File: config.mk
export PLATFORM = sky130hd
export DESIGN_NAME = coord_scan_ctrl
export DESIGN_NICKNAME = d
export VERILOG_FILES = /design/src/rtl/coord_pkg.sv /design/src/rtl/coord_pt_fifo2.sv /design/src/rtl/coord_scan_ctrl.sv
export SDC_FILE = /design/constraint.sdc
export NUM_CORES = 1
export LEC_CHECK = 0
export ABC_AREA = 1
export BUFFER_PORTS_ARGS = -buffer_cell sky130_fd_sc_hd__buf_4
export CELL_PAD_IN_SITES_DETAIL_PLACEMENT = 0
export CELL_PAD_IN_SITES_GLOBAL_PLACEMENT = 1
export CORE_ASPECT_RATIO = 0.8
export CORE_MARGIN = 8
export CORE_UTILIZATION = 38
export CTS_CLUSTER_DIAMETER = 100
export DETAILED_ROUTE_END_ITERATION = 8
export PLACE_DENSITY = 0.83
export SYNTH_ARGS = -nofsm -noshare
export SYNTH_HDL_FRONTEND = slang
export SYNTH_SLANG_ARGS = --single-unit
File: constraint.sdc
create_clock -name clk -period 3 [get_ports clk]
set_clock_uncertainty 0.1 [all_clocks]
set_input_delay 0.6 -clock clk [delete_from_list [all_inputs] [get_ports clk]]
set_output_delay 0.6 -clock clk [all_outputs]
set_load 0.01 [all_outputs]
File: src/rtl/coord_pkg.sv
// coord_pkg: types shared by the coordinate scan controller and the
// downstream delay calculator.
//   COORD_WIDTH_DEF  default width of an x/z coordinate word
//   NUM_POINTS_DEF   default number of ROM coordinate entries
//   IDX_WIDTH_DEF    index width matching NUM_POINTS_DEF
//   scan_state_t     controller state {IDLE, RUN}
//   coord_pt_t       one pixel point {x, z, idx}
package coord_pkg;

    localparam int COORD_WIDTH_DEF = 16;
    localparam int NUM_POINTS_DEF  = 16;
    localparam int IDX_WIDTH_DEF   = $clog2(NUM_POINTS_DEF);

    typedef enum logic {
        IDLE = 1'b0,
        RUN  = 1'b1
    } scan_state_t;

    // Field widths follow the package defaults; a build with a different
    // ROM size or coordinate width changes them here so that both the
    // controller and the delay calculator agree on the layout.
    typedef struct packed {
        logic [COORD_WIDTH_DEF-1:0] x;
        logic [COORD_WIDTH_DEF-1:0] z;
        logic [IDX_WIDTH_DEF-1:0]   idx;
    } coord_pt_t;

endpackage

File: src/rtl/coord_pt_fifo2.sv
// coord_pt_fifo2: 2-entry synchronous FIFO of coord_pt_t points.
//   clk    rising-edge clock
//   rst    synchronous active-high reset (empties and zeroes entries)
//   flush  empties the FIFO next cycle; wins over push and pop
//   push   write din this cycle
//   pop    remove head this cycle (ignored when empty)
//   din    point to write
//   head   oldest point; holds its last value while empty
//   count  number of stored points (0..2)
//   valid  head holds a stored point
// Push and pop may occur together at any count.
module coord_pt_fifo2
    import coord_pkg::*;
(
    input  logic        clk,
    input  logic        rst,
    input  logic        flush,
    input  logic        push,
    input  logic        pop,
    input  coord_pt_t   din,
    output coord_pt_t   head,
    output logic [1:0]  count,
    output logic        valid
);

    coord_pt_t tail;
    logic      pop_ok;

    assign valid  = (count != 2'd0);
    assign pop_ok = pop & valid;

    // Entries are fixed slots: head is always the oldest point, tail the
    // second. A pop at count 2 shifts tail into head. Flushing only clears
    // the count so the last head value stays visible on the outputs.
    always_ff @(posedge clk) begin
        if (rst) begin
            head  <= '0;
            tail  <= '0;
            count <= 2'd0;
        end else if (flush) begin
            count <= 2'd0;
        end else begin
            case ({push, pop_ok})
                2'b10: begin
                    if (count == 2'd0) begin
                        head <= din;
                    end else begin
                        tail <= din;
                    end
                    count <= count + 2'd1;
                end
                2'b01: begin
                    if (count == 2'd2) begin
                        head <= tail;
                    end
                    count <= count - 2'd1;
                end
                2'b11: begin
                    if (count == 2'd2) begin
                        head <= tail;
                        tail <= din;
                    end else begin
                        head <= din;
                    end
                end
                default: begin
                end
            endcase
        end
    end

    // The issuing logic upstream guarantees there is never a third point.
    assert property (@(posedge clk) disable iff (rst) count <= 2'd2);
    assert property (@(posedge clk) disable iff (rst || flush)
                     !(push && !pop_ok && count == 2'd2));

endmodule

File: src/rtl/coord_scan_ctrl.sv
// coord_scan_ctrl: walks the pixel-coordinate ROM once per start and streams
// each (x, z, idx) point to the delay calculator over valid/ready.
//   clk        rising-edge clock
//   rst        synchronous active-high reset
//   start      begin a scan (sampled in IDLE only)
//   abort      cancel the current scan, flush buffered points
//   busy       high while scanning
//   done       one-cycle pulse after the last point is accepted
//   rom_addr   ROM read address (1-cycle registered read)
//   rom_x/z    ROM data for the address presented last cycle
//   out_valid  head point valid
//   out_ready  downstream accepts the head point
//   out_x/z    head point coordinates
//   out_idx    head point ROM index
//   out_last   head point is the final index
// COORD_WIDTH and ADDR_WIDTH must match the coord_pt_t field widths.
module coord_scan_ctrl
    import coord_pkg::*;
#(
    parameter int NUM_POINTS  = NUM_POINTS_DEF,
    parameter int ADDR_WIDTH  = $clog2(NUM_POINTS),
    parameter int COORD_WIDTH = COORD_WIDTH_DEF
) (
    input  logic                   clk,
    input  logic                   rst,
    input  logic                   start,
    input  logic                   abort,
    output logic                   busy,
    output logic                   done,
    output logic [ADDR_WIDTH-1:0]  rom_addr,
    input  logic [COORD_WIDTH-1:0] rom_x,
    input  logic [COORD_WIDTH-1:0] rom_z,
    output logic                   out_valid,
    input  logic                   out_ready,
    output logic [COORD_WIDTH-1:0] out_x,
    output logic [COORD_WIDTH-1:0] out_z,
    output logic [ADDR_WIDTH-1:0]  out_idx,
    output logic                   out_last
);

    localparam logic [ADDR_WIDTH:0]   ISSUE_END = (ADDR_WIDTH+1)'(NUM_POINTS);
    localparam logic [ADDR_WIDTH-1:0] LAST_IDX  = ADDR_WIDTH'(NUM_POINTS - 1);

    scan_state_t             state, state_next;
    logic [ADDR_WIDTH:0]     issue_idx, issue_idx_next;
    logic                    rd_pending, rd_pending_next;
    logic [ADDR_WIDTH-1:0]   rd_idx;
    logic                    done_q, done_next;
    logic                    issue, pop, push;
    logic [1:0]              count;
    logic                    fifo_valid;
    coord_pt_t               pt_in, head;

    // A read may go out only if the point it returns is guaranteed a slot:
    // buffered points plus the one in flight must not exceed what the
    // buffer can hold after this cycle's pop.
    assign pop   = fifo_valid & out_ready;
    assign issue = (state == RUN) && (issue_idx < ISSUE_END) &&
                   (({1'b0, count} + {2'b00, rd_pending}) <= (3'd1 + {2'b00, pop}));

    // ROM data returning during an abort belongs to the cancelled scan.
    assign push = rd_pending & ~abort;

    assign pt_in.x   = rom_x;
    assign pt_in.z   = rom_z;
    assign pt_in.idx = rd_idx;

    coord_pt_fifo2 u_fifo (
        .clk   (clk),
        .rst   (rst),
        .flush (abort),
        .push  (push),
        .pop   (pop),
        .din   (pt_in),
        .head  (head),
        .count (count),
        .valid (fifo_valid)
    );

    // Next-state logic. Abort overrides everything except reset; the scan
    // ends when the point flagged last is accepted downstream.
    always_comb begin
        state_next      = state;
        issue_idx_next  = issue_idx;
        rd_pending_next = 1'b0;
        done_next       = 1'b0;
        if (abort) begin
            state_next     = IDLE;
            issue_idx_next = '0;
        end else begin
            case (state)
                IDLE: begin
                    if (start) begin
                        state_next     = RUN;
                        issue_idx_next = '0;
                    end
                end
                RUN: begin
                    if (issue) begin
                        issue_idx_next  = issue_idx + (ADDR_WIDTH+1)'(1);
                        rd_pending_next = 1'b1;
                    end
                    if (pop && out_last) begin
                        state_next = IDLE;
                        done_next  = 1'b1;
                    end
                end
                default: begin
                    state_next = IDLE;
                end
            endcase
        end
    end

    // State register; rd_idx remembers which address the pending read used.
    always_ff @(posedge clk) begin
        if (rst) begin
            state      <= IDLE;
            issue_idx  <= '0;
            rd_pending <= 1'b0;
            rd_idx     <= '0;
            done_q     <= 1'b0;
        end else begin
            state      <= state_next;
            issue_idx  <= issue_idx_next;
            rd_pending <= rd_pending_next;
            done_q     <= done_next;
            if (issue) begin
                rd_idx <= issue_idx[ADDR_WIDTH-1:0];
            end
        end
    end

    // Once every point is issued the counter sits at NUM_POINTS; the address
    // is held at the last entry instead of wrapping back to 0.
    assign rom_addr = (issue_idx >= ISSUE_END) ? LAST_IDX : issue_idx[ADDR_WIDTH-1:0];

    assign busy      = (state == RUN);
    assign done      = done_q;
    assign out_valid = fifo_valid;
    assign out_x     = head.x;
    assign out_z     = head.z;
    assign out_idx   = head.idx;
    assign out_last  = fifo_valid & (head.idx == LAST_IDX);

endmodule

==> summary.txt <==
Outcome
  • Outcome: complete, no violations

Floorplanning
  • Core box area: 10700 µm²
  • Die Height: 109 µm
  • Io pins: 81
  • Starting Density: 0.384
  • Die W: 132 µm
  • Die ar.: 14400 µm²
  • Row cnt: 34

Cells and area
  • Final core utilization: 0.480
  • Area growth syn-to-layout: 25.1%
  • Diode count: 0
  • Final #Nets: 729
  • Layout fillers: 1086
  • Layout cells sized above 1: 0.170

Place
  • Port bufs: 80
  • Dpl hpwl: 7000 µm
  • RePlAce Congestion: 0.762

Timing
  • Final setup fails: 0
  • Final hold vios: 0
  • Tcrit/Tclk final: 0.860
  • Worst Tran Pin Value: 645 ps
  • RSZ-0062 raised after global routing: false
  • Post-Route Setup TNS: 0 ps
  • Peak Freq: 387 MHz
  • Final Max Slew Viols: 0
  • Minimum clock period: 2580 ps
  • Max transition margin: 0.569

Yosys
  • Post-synthesis sequential area ratio: 0.420
  • Synthesized instance count: 613
  • Synth Register Bits: 86
  • Synthesized area: 4100 µm²
  • Ys Warns: 0
  • Syn avg cell area: 6.69 µm²
  • Net Count, Synth: 659
  • Cell variety after synth: 26

Worst setup path
  • Crit-path max FO: 36
  • CP endpoint kind: register
  • CP peak stage delay: 480 ps
  • Worst EP required: 3160 ps
  • Worst setup startpoint: u_fifo.count[0]
  • Bufs and invs on worst path: 4
  • CP delay by family, top: buffers and inverters
  • Critical-path top delay cell: inv_2
  • Crit path depth: 11
  • CP Cell Sequence: inv_2 -> nand2_4 -> nand2_2 -> inv_2 -> ha_1 -> inv_1 -> a21oi_1 -> nor3_4 -> inv_2 -> nor2_1 -> nor2_1
  • Startpoint Class: register
  • Worst Setup EP: u_fifo.head[25]
  • FF-to-FF setup slack: 420 ps
  • R2R depth: 11
  • Worst r2r src: u_fifo.count[0]
  • Critical path class: reg2reg
  • Critical path arrival: 2740 ps
  • R2R Path End: u_fifo.head[25]
  • CP dominant cell by count: inv_2

Pwr
  • Peak supply drop: 273 µV
  • Leak: 2.53 nW
  • Power per Cell Area: 476 nW/µm²

Route
  • Drt wl/cell: 12.6 µm
  • DRT Pass-1 Iters: 4
  • Vias per inst: 4.62
  • DRC: 0
  • Routed wire length: 10400 µm
  • Post-route ant nets: 0
  • Initial DRC Count: 234
  • DR vias: 3846

Global routing
  • Gr ovfl total: 0
  • Vias in the first global route: 3797
  • Largest net degree at the start of global routing: 43
  • First-pass GRT wire length: 18100 µm
  • GRT Total Usage: 0.151
  • Initial antenna violation count: 0

Flow run
  • Max capacitance violation total: 0

Clock network
  • Clk_lat worst skew: 340 ps
  • Total CTS buffers: 9
  • H-tree levels: 3
  • Clock Root Buffer: clkbuf_16
  • Clk buf depth: 2
  • Resize count post-CTS: 0
  • TritonCTS clock tree: yes
  • Post-CTS Hold Buffers: 0
  • CTS clk-pin slew, worst paths: 60 ps
  • Post-CTS Setup Inserts: 0
  • Clock Sinks: 86

Hold path
  • Hold/Removal Path Class: in2reg
metal layers:
metal,vias to the layer above,share of wire,GRT usage
met5,-,0,0
met4,0,0.011,0.0515
met3,11,0.040,0.0396
met2,65,0.46,0.251
met1,1747,0.49,0.189
li1,2023,-,-
state kept, by name, summed over array words and instances, names as in the netlist:
signal / cells
done: 1
rd_idx: 4
u_fifo.head: 36
rd_pending: 1
u_fifo.tail: 36
issue_idx: 5
busy: 1
u_fifo.count: 2
cells in the final DEF, fill, tap and decap left out, types with 5 or more instances in the layout:
| cell type | count |
|---|---|
| a21oi_1 | 12 |
| buf_4 | 84 |
| clkbuf_16 | 9 |
| dfxtp_1 | 86 |
| ha_1 | 8 |
| inv_1 | 89 |
| inv_2 | 5 |
| nand2_1 | 90 |
| nand3_1 | 48 |
| nor2_1 | 153 |
| o21ai_0 | 61 |
| o21ai_1 | 15 |
synthesized netlist by cell type, drive strengths merged:
| cell type | instances | share of area |
|---|---|---|
| nand3 | 48 | 0.059 |
| nor2 | 153 | 0.14 |
| clkbuf | 8 | 0.0073 |
| nor3 | 2 | 0.0052 |
| o211ai | 1 | 0.0018 |
| dfxtp | 86 | 0.42 |
| nand4 | 4 | 0.0061 |
| nand2 | 93 | 0.089 |
| o21ai | 78 | 0.097 |
| buf | 21 | 0.036 |
| a21oi | 13 | 0.019 |
| inv | 94 | 0.086 |
| fa | 1 | 0.0049 |
| ha | 8 | 0.024 |
| or2 | 3 | 0.0046 |
layout make-up:
cell class,instances,area (µm²),share of cell area
Inverter,94,353,0.0688
Timing Repair Buffer,88,711,0.139
Sequential cell,86,1720,0.336
Multi-Input combinational cell,404,1860,0.363
Clock buffer,12,256,0.0500
Clock inverter,4,45.0,0.00878
Tap cell,144,180,0.0351
cell families (layout without fill, tap and decap cells):
group | after synthesis | count (layout) | share of synthesized area
fa+ha+maj | 9 | 9 | 0.0293
simple gates | 303 | 303 | 0.304
flops | 86 | 86 | 0.420
compound gates | 92 | 92 | 0.117
buf+inv | 123 | 198 | 0.129
through the flow:
stage / setup slack, ps / cell area, µm² / total power (W) / hold slack, ps / cells
2_1_floorplan: 774 / 4100 / 0.00126 / 337 / 613
3_3_place_gp: 457 / 4830 / 0.00134 / 358 / 816
3_5_place_dp: 357 / 4830 / 0.00134 / 367 / 816
4_1_cts: 392 / 5130 / 0.00248 / 358 / 832
5_1_grt: 122 / 5130 / 0.00254 / 370 / 832
6_report: 419 / 5130 / 0.00244 / 373 / 832
report_power, final:
| group | internal, W | switching (W) | total (W) |
|---|---|---|---|
| Combinational | 0.0000674 | 0.0000797 | 0.000147 |
| Clock | 0.000687 | 0.000445 | 0.00113 |
| Sequential | 0.00116 | 0.00000863 | 0.00117 |
worst min-delay path by stage:
stage               startpoint         to  slack, ps  cells after the start
floorplan            rd_idx[0]  rd_idx[0]        340                      2
global placement     rd_idx[0]  rd_idx[0]        360                      2
detailed placement   rd_idx[0]  rd_idx[0]        370                      2
CTS                        rst  rd_idx[2]        360                      2
global route               rst  rd_idx[2]        370                      2
finish                     rst  rd_idx[2]        370                      2
Note: power is estimated with default switching activity, not from simulation.
